--- config.mk ---
export PLATFORM = sky130hd
export DESIGN_NAME = psum_drain_requant
export DESIGN_NICKNAME = d
export VERILOG_FILES = /design/src/rtl/psum_drain_requant_pkg.sv /design/src/rtl/psum_drain_requant_requant.sv /design/src/rtl/psum_drain_requant.sv
export SDC_FILE = /design/constraint.sdc
export NUM_CORES = 1
export LEC_CHECK = 0
export ABC_AREA = 1
export CAP_MARGIN = 20
export CORE_AREA = 2 2 105 107
export DETAILED_ROUTE_END_ITERATION = 6
export DIE_AREA = 0 0 107 109
export DONT_BUFFER_PORTS = 1
export PLACE_DENSITY = 0.83
export SYNTH_ARGS = -nofsm -noshare
export SYNTH_HDL_FRONTEND = slang
export SYNTH_HIERARCHICAL = 1
export SYNTH_SLANG_ARGS = --single-unit
--- constraint.sdc ---
create_clock -name clk -period 4 [get_ports clk]
set_input_delay 0.2 -clock clk [delete_from_list [all_inputs] [get_ports clk]]
set_output_delay 0.2 -clock clk [all_outputs]
set_load 0.02 [all_outputs]
--- src/rtl/psum_drain_requant_pkg.sv ---
// Shared types and default widths for the psum drain/requantize datapath.
package psum_drain_requant_pkg;

  localparam int DEF_DATA_WIDTH  = 16;
  localparam int DEF_OUT_WIDTH   = 8;
  localparam int DEF_CNT_WIDTH   = 4;
  localparam int DEF_SHIFT_WIDTH = 4;

  typedef enum logic [2:0] {
    S_IDLE  = 3'd0,
    S_CLR   = 3'd1,
    S_DRAIN = 3'd2,
    S_FLUSH = 3'd3,
    S_DONE  = 3'd4
  } drain_state_e;

endpackage

--- src/rtl/psum_drain_requant_requant.sv ---
// Combinational requantizer: bias add, rounding arithmetic shift, optional ReLU, signed saturation.
module psum_requant
  import psum_drain_requant_pkg::*;
#(
  parameter int DATA_WIDTH  = DEF_DATA_WIDTH,
  parameter int OUT_WIDTH   = DEF_OUT_WIDTH,
  parameter int SHIFT_WIDTH = DEF_SHIFT_WIDTH
) (
  input  logic [DATA_WIDTH-1:0]  data_i,
  input  logic [DATA_WIDTH-1:0]  bias_i,
  input  logic [SHIFT_WIDTH-1:0] shift_i,
  input  logic                   relu_en_i,
  output logic [OUT_WIDTH-1:0]   result_o
);

  localparam int W = DATA_WIDTH + 2;
  localparam logic signed [W-1:0] SatMax = W'((1 << (OUT_WIDTH - 1)) - 1);
  localparam logic signed [W-1:0] SatMin = -SatMax - W'(1);

  logic signed [W-1:0] sum;
  logic signed [W-1:0] rounded;
  logic signed [W-1:0] shifted;
  logic signed [W-1:0] clamped;

  // Two guard bits keep data+bias+rounding term from overflowing before the shift.
  always_comb begin
    sum     = {{2{data_i[DATA_WIDTH-1]}}, data_i} + {{2{bias_i[DATA_WIDTH-1]}}, bias_i};
    rounded = sum;
    shifted = sum;
    if (shift_i != '0) begin
      if (32'(shift_i) >= DATA_WIDTH) begin
        shifted = {W{sum[W-1]}};
      end else begin
        rounded = sum + (W'(1) << (shift_i - SHIFT_WIDTH'(1)));
        shifted = rounded >>> shift_i;
      end
    end
    clamped = shifted;
    if (relu_en_i && shifted < 0) begin
      clamped = '0;
    end else if (shifted > SatMax) begin
      clamped = SatMax;
    end else if (shifted < SatMin) begin
      clamped = SatMin;
    end
    result_o = clamped[OUT_WIDTH-1:0];
  end

endmodule

--- src/rtl/psum_drain_requant.sv ---
// Drains the accumulation FIFO, requantizes each psum and streams results out over valid/ready.
module psum_drain_requant
  import psum_drain_requant_pkg::*;
#(
  parameter int DATA_WIDTH  = DEF_DATA_WIDTH,
  parameter int OUT_WIDTH   = DEF_OUT_WIDTH,
  parameter int CNT_WIDTH   = DEF_CNT_WIDTH,
  parameter int SHIFT_WIDTH = DEF_SHIFT_WIDTH
) (
  input  logic                   clk,
  input  logic                   rst,
  input  logic                   start,
  input  logic [CNT_WIDTH-1:0]   num_words,
  input  logic [DATA_WIDTH-1:0]  bias,
  input  logic [SHIFT_WIDTH-1:0] shift,
  input  logic                   relu_en,
  output logic                   fifo_rd_clr,
  output logic                   fifo_rd_en,
  output logic                   fifo_rd_inc,
  input  logic [DATA_WIDTH-1:0]  fifo_data,
  output logic [OUT_WIDTH-1:0]   out_data,
  output logic                   out_valid,
  input  logic                   out_ready,
  output logic                   busy,
  output logic                   done
);

  localparam logic [CNT_WIDTH-1:0] CntOne = CNT_WIDTH'(1);

  drain_state_e            state_q;
  logic                    clr_q, done_q, busy_q, inflight_q;
  logic [CNT_WIDTH-1:0]    num_q, issued_q;
  logic [DATA_WIDTH-1:0]   bias_q;
  logic [SHIFT_WIDTH-1:0]  shift_q;
  logic                    relu_q;

  logic [OUT_WIDTH-1:0]    buf_q [2];
  logic                    wr_ptr_q, rd_ptr_q;
  logic [1:0]              count_q;
  logic                    push, pop;
  logic [2:0]              occupancy;
  logic [OUT_WIDTH-1:0]    req_result;

  psum_requant #(
    .DATA_WIDTH (DATA_WIDTH),
    .OUT_WIDTH  (OUT_WIDTH),
    .SHIFT_WIDTH(SHIFT_WIDTH)
  ) u_requant (
    .data_i   (fifo_data),
    .bias_i   (bias_q),
    .shift_i  (shift_q),
    .relu_en_i(relu_q),
    .result_o (req_result)
  );

  assign push = inflight_q;
  assign pop  = out_valid && out_ready;
  // Slot freed by this cycle's pop counts as credit so a ready consumer sees one word per cycle.
  assign occupancy   = {1'b0, count_q} + {2'b00, inflight_q} - {2'b00, pop};
  assign fifo_rd_en  = (state_q == S_DRAIN) && (occupancy < 3'd2);
  assign fifo_rd_inc = fifo_rd_en;
  assign fifo_rd_clr = clr_q;
  assign done        = done_q;
  assign busy        = busy_q;
  assign out_valid   = (count_q != 2'd0);
  assign out_data    = buf_q[rd_ptr_q];

  always_ff @(posedge clk) begin
    if (rst) begin
      state_q    <= S_IDLE;
      clr_q      <= 1'b0;
      done_q     <= 1'b0;
      busy_q     <= 1'b0;
      inflight_q <= 1'b0;
      num_q      <= '0;
      issued_q   <= '0;
      bias_q     <= '0;
      shift_q    <= '0;
      relu_q     <= 1'b0;
    end else begin
      clr_q      <= 1'b0;
      done_q     <= 1'b0;
      inflight_q <= fifo_rd_en;
      unique case (state_q)
        S_IDLE: if (start) begin
          num_q    <= num_words;
          bias_q   <= bias;
          shift_q  <= shift;
          relu_q   <= relu_en;
          issued_q <= '0;
          clr_q    <= 1'b1;
          busy_q   <= 1'b1;
          state_q  <= S_CLR;
        end
        S_CLR: if (num_q == '0) begin
          done_q  <= 1'b1;
          state_q <= S_DONE;
        end else begin
          state_q <= S_DRAIN;
        end
        S_DRAIN: if (fifo_rd_en) begin
          issued_q <= issued_q + CntOne;
          if (issued_q + CntOne == num_q) state_q <= S_FLUSH;
        end
        S_FLUSH: if (!inflight_q && count_q == 2'd0) begin
          done_q  <= 1'b1;
          state_q <= S_DONE;
        end
        S_DONE: begin
          busy_q  <= 1'b0;
          state_q <= S_IDLE;
        end
        default: state_q <= S_IDLE;
      endcase
    end
  end

  always_ff @(posedge clk) begin
    if (rst) begin
      buf_q[0] <= '0;
      buf_q[1] <= '0;
      wr_ptr_q <= 1'b0;
      rd_ptr_q <= 1'b0;
      count_q  <= 2'd0;
    end else begin
      if (push) begin
        buf_q[wr_ptr_q] <= req_result;
        wr_ptr_q        <= ~wr_ptr_q;
      end
      if (pop) rd_ptr_q <= ~rd_ptr_q;
      count_q <= count_q + {1'b0, push} - {1'b0, pop};
    end
  end

endmodule

==> flow_summary.ini, run 1 <==
[worst_setup_path]
cp-end-kind = flop
worstPathMaxFanout = 6
r2r_start = bias_q[7]$_SDFFE_PP0P_
endpoint = buf_q[1][4]$_SDFFCE_PN0P_
ff2ff_setup_slack_ns = -0.37
reg2reg_depth = 29
crit_slowest_cell = ha_1
critPathLaunchType = flop
cp.depth = 29
cpMostUsedCell = nand2_1
critPathArrivalTime_ns = 4.56
crit_required_ns = 4.19
critPathKind = reg -> reg
critPathLaunch = bias_q[7]$_SDFFE_PP0P_
cp_slowest_stage_delay_ns = 0.33
crit_family = simple AND/OR/NAND/NOR gates
r2r_end = buf_q[1][4]$_SDFFCE_PN0P_
crit_buf_inv = 3

[clock_network]
cts_buffers = 9
cts_tree = built
insertion_delay_ns = 0.35
cts_root_buffer = clkbuf_8
clock_sinks = 57
cts_buffer_depth = 2
h-tree-depth = 3
clkTransAtPathRegs_ns = 0.07

[timing]
slew_viol_final = 0
rsz0062_at_grt = yes
tightest_slew_ns = 0.503
setup_viol = 14
finalHoldViolCount = 0
hold_ws_ns = 0.0133
skew_ns = 0.0108
tns_ns = -4.20
layout_min_cycle_time_ns = 4.37
finalCritPeriodShare_pct = 109
slew_headroom_pct = 66.3
fmax_ghz = 0.229
worst_slack_ns = -0.371

[cells_and_area]
multi_input_comb_area_sq_um = 4590
register_area_sq_um = 1310
layout-drive-gt1-share_pct = 32.5
fin_cells = 1149
fillCellCount = 739
fin_nets = 1087
n_antenna_cell = 0
area_growth_pct = 35.3

[min_path]
hp-class = in -> reg

[placement]
gp_congestion = 0.976
dpl.cell_count = 1102
dpl.hpwl_um = 12100
place_ws_ns = -0.445
portBuffers = 0

[floorplan]
pin_count = 59
die_area_sq_um = 11700
die_w_um = 107
initial_core_util_pct = 53.1
core_area_sq_um = 10600
die_y_um = 109
row_count = 38

[drt]
wl_um = 19600
drc = 0
final_antenna_net_count = 0
dr.pass1.iters = 6
first_iter_violations = 676
avgRoutedWirePerCell_um = 17.1
vias_per_cell = 5.82
routed-via-count = 6690

[global_routing]
overflow = 0
grt_pass1_wl_um = 28400
grt_pass1_vias = 6184
gr-usage-met1_pct = 35.3
gr-max-usage-layer = met2
grtUsageMet3_pct = 7.05
grt_util_all_layers_pct = 31.0
antenna_found_initial = 0
met2_usage_pct = 55.5
grt_max_degree = 34

[synth]
syn_nets = 995
synth-edff-count = 16
synth_seq_cells = 57
yosysSeqAreaShare_pct = 23.1
synth_area_sq_um = 5630
synth_cells = 912
synthFlopType = dfxtp_1
ys_warn_count = 6
avgSynthCellArea_sq_um = 6.18
async_flop_share_pct = 0
yosysUniqueCellTypes = 46

[run_status]
status = finished with violations
violations = negative setup slack

[power_and_ir_drop]
p_leak_nw = 3.67
total_power_w = 0.00450
ir_worst_vdd_uv = 406
power_density_nw_per_um2 = 591

[run]
drv_cap = 0
-- flip-flops by register name, indices dropped and copies added (netlist names), named ones only --
name	flops
shift_q	4
bias_q	16
busy	1
inflight_q	1
done	1
state_q	3
buf_q	16
count_q	2
wr_ptr_q	1
fifo_rd_clr	1
rd_ptr_q	1
issued_q	4
relu_q	1
num_q	4
-- per-stage QoR --
step | util, % | instance area (sq um)
floorplan | - | 5630
global placement | 58.8 | 6240
detailed placement | 58.8 | 6240
CTS | 67.0 | 7100
global route | 71.9 | 7620
finish | 71.9 | 7620
-- worst reg2reg max path: cells and delay by family (launching register included) --
| kind | cells | cell delay [ns] |
|---|---|---|
| adder cells (fa/ha/maj) | 2 | 0.66 |
| buffers and inverters | 3 | 0.36 |
| flip-flops | 1 | 0.32 |
| AO/OA/AOI/OAI | 3 | 0.56 |
| AND/OR/NAND/NOR | 21 | 2.33 |
-- Yosys cell counts (4+ instances only) --
cell type | instances | area share, %
nor3_1 | 4 | 0.36
inv_1 | 116 | 7.7
dfxtp_1 | 41 | 15
nand2_1 | 278 | 19
ha_1 | 35 | 7.8
nor2_1 | 93 | 6.2
o211ai_1 | 10 | 1.3
mux2_2 | 8 | 1.6
nor2_2 | 6 | 0.67
buf_4 | 4 | 0.53
edfxtp_1 | 16 | 8.5
clkbuf_1 | 9 | 0.60
nand2_4 | 5 | 1.0
xor2_1 | 12 | 1.9
nand3_2 | 9 | 1.6
a21oi_1 | 61 | 5.4
o21ai_0 | 25 | 2.2
nand3_1 | 98 | 8.7
nand2_2 | 11 | 1.2
inv_2 | 4 | 0.27
buf_2 | 10 | 0.89
nand4_1 | 10 | 1.1
-- worst min path at each step --
stage,startpoint,to,slack [ns],depth (start not counted)
after detailed placement,rst,bias_q[5]$_SDFFE_PP0P_,0.27,1
after CTS,shift[2],shift_q[2]$_SDFFE_PP0P_,0.007,2
after global routing,shift[2],shift_q[2]$_SDFFE_PP0P_,0.006,2
final,shift[2],shift_q[2]$_SDFFE_PP0P_,0.01,2
after global placement,rst,bias_q[5]$_SDFFE_PP0P_,0.27,1
after floorplan,bias[4],bias_q[4]$_SDFFE_PP0P_,0.34,2
-- timing repair --
action	4_1_cts	5_1_grt
buffers inserted	6	6
hold buffers	19	0
setup endpoints to repair	14	14
gates resized for setup	83	128
endpoints found under the hold margin	33	0
pin swaps	40	93
-- routing by layer --
metal,vias to the layer above,share of wire [%]
li1,3132,-
met1,3047,37
met2,409,50
met3,102,7.8
met4,0,5.1
met5,-,0
-- where the power goes --
group | switching (W) | internal [W]
clock network | 0.000258 | 0.000344
registers | 0.0000879 | 0.000687
logic | 0.00193 | 0.00119
-- kinds of logic after synthesis --
| logic type | count (synthesis) | synth area share [%] |
|---|---|---|
| mux | 8 | 1.60 |
| fa+ha+maj | 38 | 8.84 |
| flops | 57 | 23.1 |
| compound gates | 117 | 11.9 |
| simple gates | 528 | 41.4 |
| buf+inv | 149 | 10.8 |
| xor+xnor | 15 | 2.33 |
-- area by class of cell --
class | instances | area share [%]
multi-input combinational | 706 | 60.3
sequential | 57 | 17.2
timing repair buffer | 107 | 11.3
inverter | 123 | 6.19
tap | 140 | 2.30
clock buffer | 9 | 1.63
clock inverter | 7 | 1.12
-- cells in the final DEF, fill, tap and decap left out, drive strengths merged, types with 2 or more instances in the layout --
master / n
a211oi: 3
a21o: 3
a21oi: 64
a31oi: 2
and2: 3
buf: 89
bufinv: 2
clkbuf: 9
clkinv: 5
dfxtp: 41
dlygate4sd3: 18
edfxtp: 16
fa: 3
ha: 35
inv: 122
mux2: 8
nand2: 294
nand3: 108
nand3b: 2
nand4: 10
nor2: 101
nor3: 5
o211ai: 10
o21ai: 27
o21bai: 3
o221ai: 3
or2: 4
xnor2: 3
xor2: 12
Note: power is estimated with default switching activity, not from simulation.
==> run 2: changes to the inputs <==
Settings changed: PLACE_DENSITY 0.83 to 0.8.
Clock period 4 ns to 5.2 ns, I/O delays scaled along.
==> run 2 against run 1 <==
Net effect: the flow now finishes without violations; largest power group unchanged; critical endpoint is now buf_q[1][1]$_SDFFCE_PN0P_; first-iteration DRC count shrank 19%; clock skew up 0.0021 ns; non-clock buffer count is 98 lower; combinational power decreased by 47%; highest routed layer unchanged.
==> flow_summary.ini, run 2 (same netlist as run 1, synthesis figures left out) <==
[run_status]
status = completed

[clock_network]
cts_root_buffer = clkbuf_8
cts_tree = built
clkTransAtPathRegs_ns = 0.08
cts_buffers = 9
cts_buffer_depth = 2
cts_setup_buffers = 0
insertion_delay_ns = 0.34
clock_sinks = 57
h-tree-depth = 3

[cells_and_area]
final_common_cell = nand2_1
fin_cells = 1051
area_growth_pct = 5.87
n_antenna_cell = 0
final_cell_mix = nand2_1, inv_1, nand3_1
layout-drive-gt1-share_pct = 8.67
fin_nets = 989
reg_top3 = bias_q: 16 flops, buf_q: 16 flops

[worst_setup_path]
crit_family = simple AND/OR/NAND/NOR gates
worstPathMaxFanout = 5
crit_buf_inv = 1
critPathKind = reg -> reg
crit_slowest_cell = ha_1
cp-end-kind = flop
reg2reg_depth = 31
critPathArrivalTime_ns = 4.55
crit_required_ns = 5.29
cpMostUsedCell = nand2_1
critPathLaunchType = flop
cp_slowest_stage_delay_ns = 0.36
cp.depth = 31

[global_routing]
antenna_found_initial = 0
grt_pass1_vias = 5073
grt_max_degree = 34
overflow = 0
grt_pass1_wl_um = 23400
grt_util_all_layers_pct = 24.9

[timing]
tightest_slew_ns = 1.05
tns_ns = 0
skew_ns = 0.0128
layout_min_cycle_time_ns = 4.46
finalHoldViolCount = 0
setup_viol = 0
worst_slack_ns = 0.736
hold_ws_ns = 0.0545
slew_headroom_pct = 29.5
finalCritPeriodShare_pct = 85.9
slew_viol_final = 0
rsz0062_at_grt = no
fmax_ghz = 0.224

[power_and_ir_drop]
total_power_w = 0.00269
p_leak_nw = 3.06
power_density_nw_per_um2 = 452
ir_worst_vdd_uv = 262

[floorplan]
initial_core_util_pct = 53.1
row_count = 38
core_area_sq_um = 10600
die_y_um = 109
die_w_um = 107
pin_count = 59
die_area_sq_um = 11700

[placement]
portBuffers = 0
gp_congestion = 1.02
dpl.cell_count = 1034
dpl.hpwl_um = 11300
place_ws_ns = 0.849

[drt]
routed-via-count = 5754
first_iter_violations = 546
vias_per_cell = 5.47
dr.pass1.iters = 7
drc = 0
avgRoutedWirePerCell_um = 13.7
final_antenna_net_count = 0
wl_um = 14400

[min_path]
hold_depth = 2
hp-class = in -> reg

[run]
drv_cap = 0
## run 2: worst reg2reg max path, delay by kind of cell (launching register included)
family	cells	cell delay, ns
AO/OA/AOI/OAI	4	0.63
adder cells (fa/ha/maj)	2	0.71
buffers and inverters	1	0.07
flip-flops	1	0.32
AND/OR/NAND/NOR	24	2.49
## run 2: power by group
| part | leakage [nW] | switching (W) | internal (W) | total (W) |
|---|---|---|---|---|
| clock | 0.111 | 0.000191 | 0.000263 | 0.000454 |
| sequential | 0.501 | 0.0000594 | 0.000527 | 0.000587 |
| combinational | 2.45 | 0.00111 | 0.000542 | 0.00165 |
| total | 3.06 | 0.00136 | 0.00133 | 0.00269 |
## run 2: routing by layer
metal	global-route usage (%)	up-vias	part of all wire, %
li1	-	2948	-
met4	7.61	0	2.1
met2	42.4	226	46
met3	5.02	30	6.7
met5	0	-	0
met1	31.9	2550	45
## run 2: per-stage QoR
stage               instance area, sq um  util, %
floorplan                           5630        -
global placement                    5730     54.0
detailed placement                  5730     54.0
CTS                                 5960     56.2
global route                        5960     56.2
finish                              5960     56.2
## run 2: layout make-up
type,count,area [sq um]
flip-flops and latches,57,1300
fillers,1051,4640
repair buffers,9,80.1
inverters,123,467
clock inverters,4,48.8
multi-input cells,706,3720
well taps,140,175
clock buffers,12,166
## run 2: worst paths after layout
path,startpoint,end,slack (ns)
max,bias_q[6]$_SDFFE_PP0P_,buf_q[1][1]$_SDFFCE_PN0P_,0.74
min reg2reg,rd_ptr_q$_SDFFE_PP0P_,flop,0.46
max reg2reg,bias_q[6]$_SDFFE_PP0P_,buf_q[1][1]$_SDFFCE_PN0P_,0.74
min,bias[10],bias_q[10]$_SDFFE_PP0P_,0.05
## run 2: what timing repair did
action,CTS,global route
hold buffers,1,0
resized for setup,0,0
hold endpoints to repair,33,0
==> run 3: changes to the inputs <==
Settings changed: PLACE_DENSITY 0.8 to 0.72.
==> run 3 against run 2 <==
Net effect: final cell count hardly changed; clock skew is 0.0047 ns lower; sequential power about the same; non-clock buffer count fell by 1; total power decreased by 1.4%; critical path type unchanged; largest power group unchanged.
==> flow_summary.ini, run 3 (same netlist as run 1, synthesis figures left out) <==
[run_status]
status = completed

[clock_network]
cts_root_buffer = clkbuf_8
cts_buffer_depth = 2
h-tree-depth = 3
insertion_delay_ns = 0.35
cts_tree = built
clkTransAtPathRegs_ns = 0.07
cts_setup_buffers = 0
cts_buffers = 9
clock_sinks = 57
cts_resized = 0
postCtsHoldBufs = 1

[power_and_ir_drop]
power_density_nw_per_um2 = 447
total_power_w = 0.00265
p_leak_nw = 3.04
ir_worst_vdd_uv = 234

[floorplan]
core_area_sq_um = 10600
initial_core_util_pct = 53.1
row_count = 38
die_area_sq_um = 11700
die_y_um = 109
die_w_um = 107
pin_count = 59

[timing]
layout_min_cycle_time_ns = 4.46
hold_ws_ns = 0.0441
finalCritPeriodShare_pct = 85.8
setup_viol = 0
finalHoldViolCount = 0
slew_headroom_pct = 26.5
rsz0062_at_grt = no
slew_viol_final = 0
tns_ns = 0
skew_ns = 0.00815
fmax_ghz = 0.224
tightest_slew_ns = 1.10

[global_routing]
met2_usage_pct = 43.2
overflow = 0
grt_util_all_layers_pct = 25.3
grtUsageMet3_pct = 5.44
antenna_found_initial = 0
grt_pass1_vias = 5118
gr-usage-met1_pct = 31.2
gr-max-usage-layer = met2
grt_max_degree = 34
grt_pass1_wl_um = 23600

[cells_and_area]
fin_cells = 1050
reg_top3 = bias_q: 16 flops, buf_q: 16 flops
layout-drive-gt1-share_pct = 8.68
fin_nets = 988
n_antenna_cell = 0
final_cell_mix = nand2_1, inv_1, nand3_1
area_growth_pct = 5.38
final_common_cell = nand2_1
fillCellCount = 1088

[worst_setup_path]
r2r_start = bias_q[6]$_SDFFE_PP0P_
worstPathMaxFanout = 5
critPathLaunchType = flop
crit_required_ns = 5.29
critPathArrivalTime_ns = 4.55
cp_slowest_stage_delay_ns = 0.35
critPathLaunch = bias_q[6]$_SDFFE_PP0P_
cpMostUsedCell = nand2_1
crit_slowest_cell = ha_1
cp-end-kind = flop
critPathKind = reg -> reg

[min_path]
hp-start = bias[11]
hp-class = in -> reg

[placement]
gp_congestion = 0.976
portBuffers = 0
dpl.cell_count = 1033
dpl.hpwl_um = 11400

[drt]
vias_per_cell = 5.38
wl_um = 14400
avgRoutedWirePerCell_um = 13.7
dr.pass1.iters = 5
first_iter_violations = 545
final_antenna_net_count = 0
drc = 0
routed-via-count = 5646

[run]
drv_cap = 0
==> run 3: cell types whose count changed in the layout (fill, tap and decap cells not counted), sizes merged <==
cell,before,now
clkbuf,12,9
clkinvlp,0,3
buf,9,8
==> run 3: path summary, 6_finish.rpt <==
check,endpoint,slack [ns],depth (start not counted)
max,buf_q[1][6]$_SDFFCE_PN0P_,0.74,31
min,bias_q[11]$_SDFFE_PP0P_,0.04,2
max reg2reg,buf_q[1][6]$_SDFFCE_PN0P_,0.74,31
min reg2reg,flop,0.45,1
==> run 3: critical path, delay by kind of cell, from the launching register on <==
kind	cells	cell delay (ns)
buffers and inverters	1	0.08
DFF	1	0.31
AOI/OAI and AO/OA	3	0.49
adders and majority gates	2	0.70
and+or+nand+nor	25	2.62
==> run 3: final cells by class <==
| class | instances | area (sq um) | area share [%] |
|---|---|---|---|
| inverters | 123 | 467 | 7.86 |
| multi-input cells | 706 | 3720 | 62.7 |
| flip-flops and latches | 57 | 1300 | 21.9 |
| well taps | 140 | 175 | 2.95 |
| clock buffers | 9 | 124 | 2.09 |
| repair buffers | 8 | 72.6 | 1.22 |
| clock inverters | 7 | 71.3 | 1.20 |
==> run 3: layer usage <==
| layer | wire, um | vias to the layer above |
|---|---|---|
| met5 | 0 | - |
| li1 | - | 2945 |
| met3 | 860 | 40 |
| met4 | 427 | 0 |
| met2 | 6690 | 174 |
| met1 | 6400 | 2487 |
==> run 3: stage by stage <==
step | util [%] | area, sq um | worst slack, ns
finish | 56.0 | 5930 | 0.739
global route | 56.0 | 5930 | 0.242
CTS | 56.0 | 5930 | 0.774
detailed placement | 53.9 | 5720 | 0.811
global placement | 53.9 | 5720 | 0.839
floorplan | - | 5630 | 1.38
==> run 3: power by group <==
group | internal, W | switching, W | leakage, nW
clock | 0.000220 | 0.000192 | 0.0912
combinational | 0.000540 | 0.00112 | 2.45
sequential | 0.000527 | 0.0000591 | 0.501
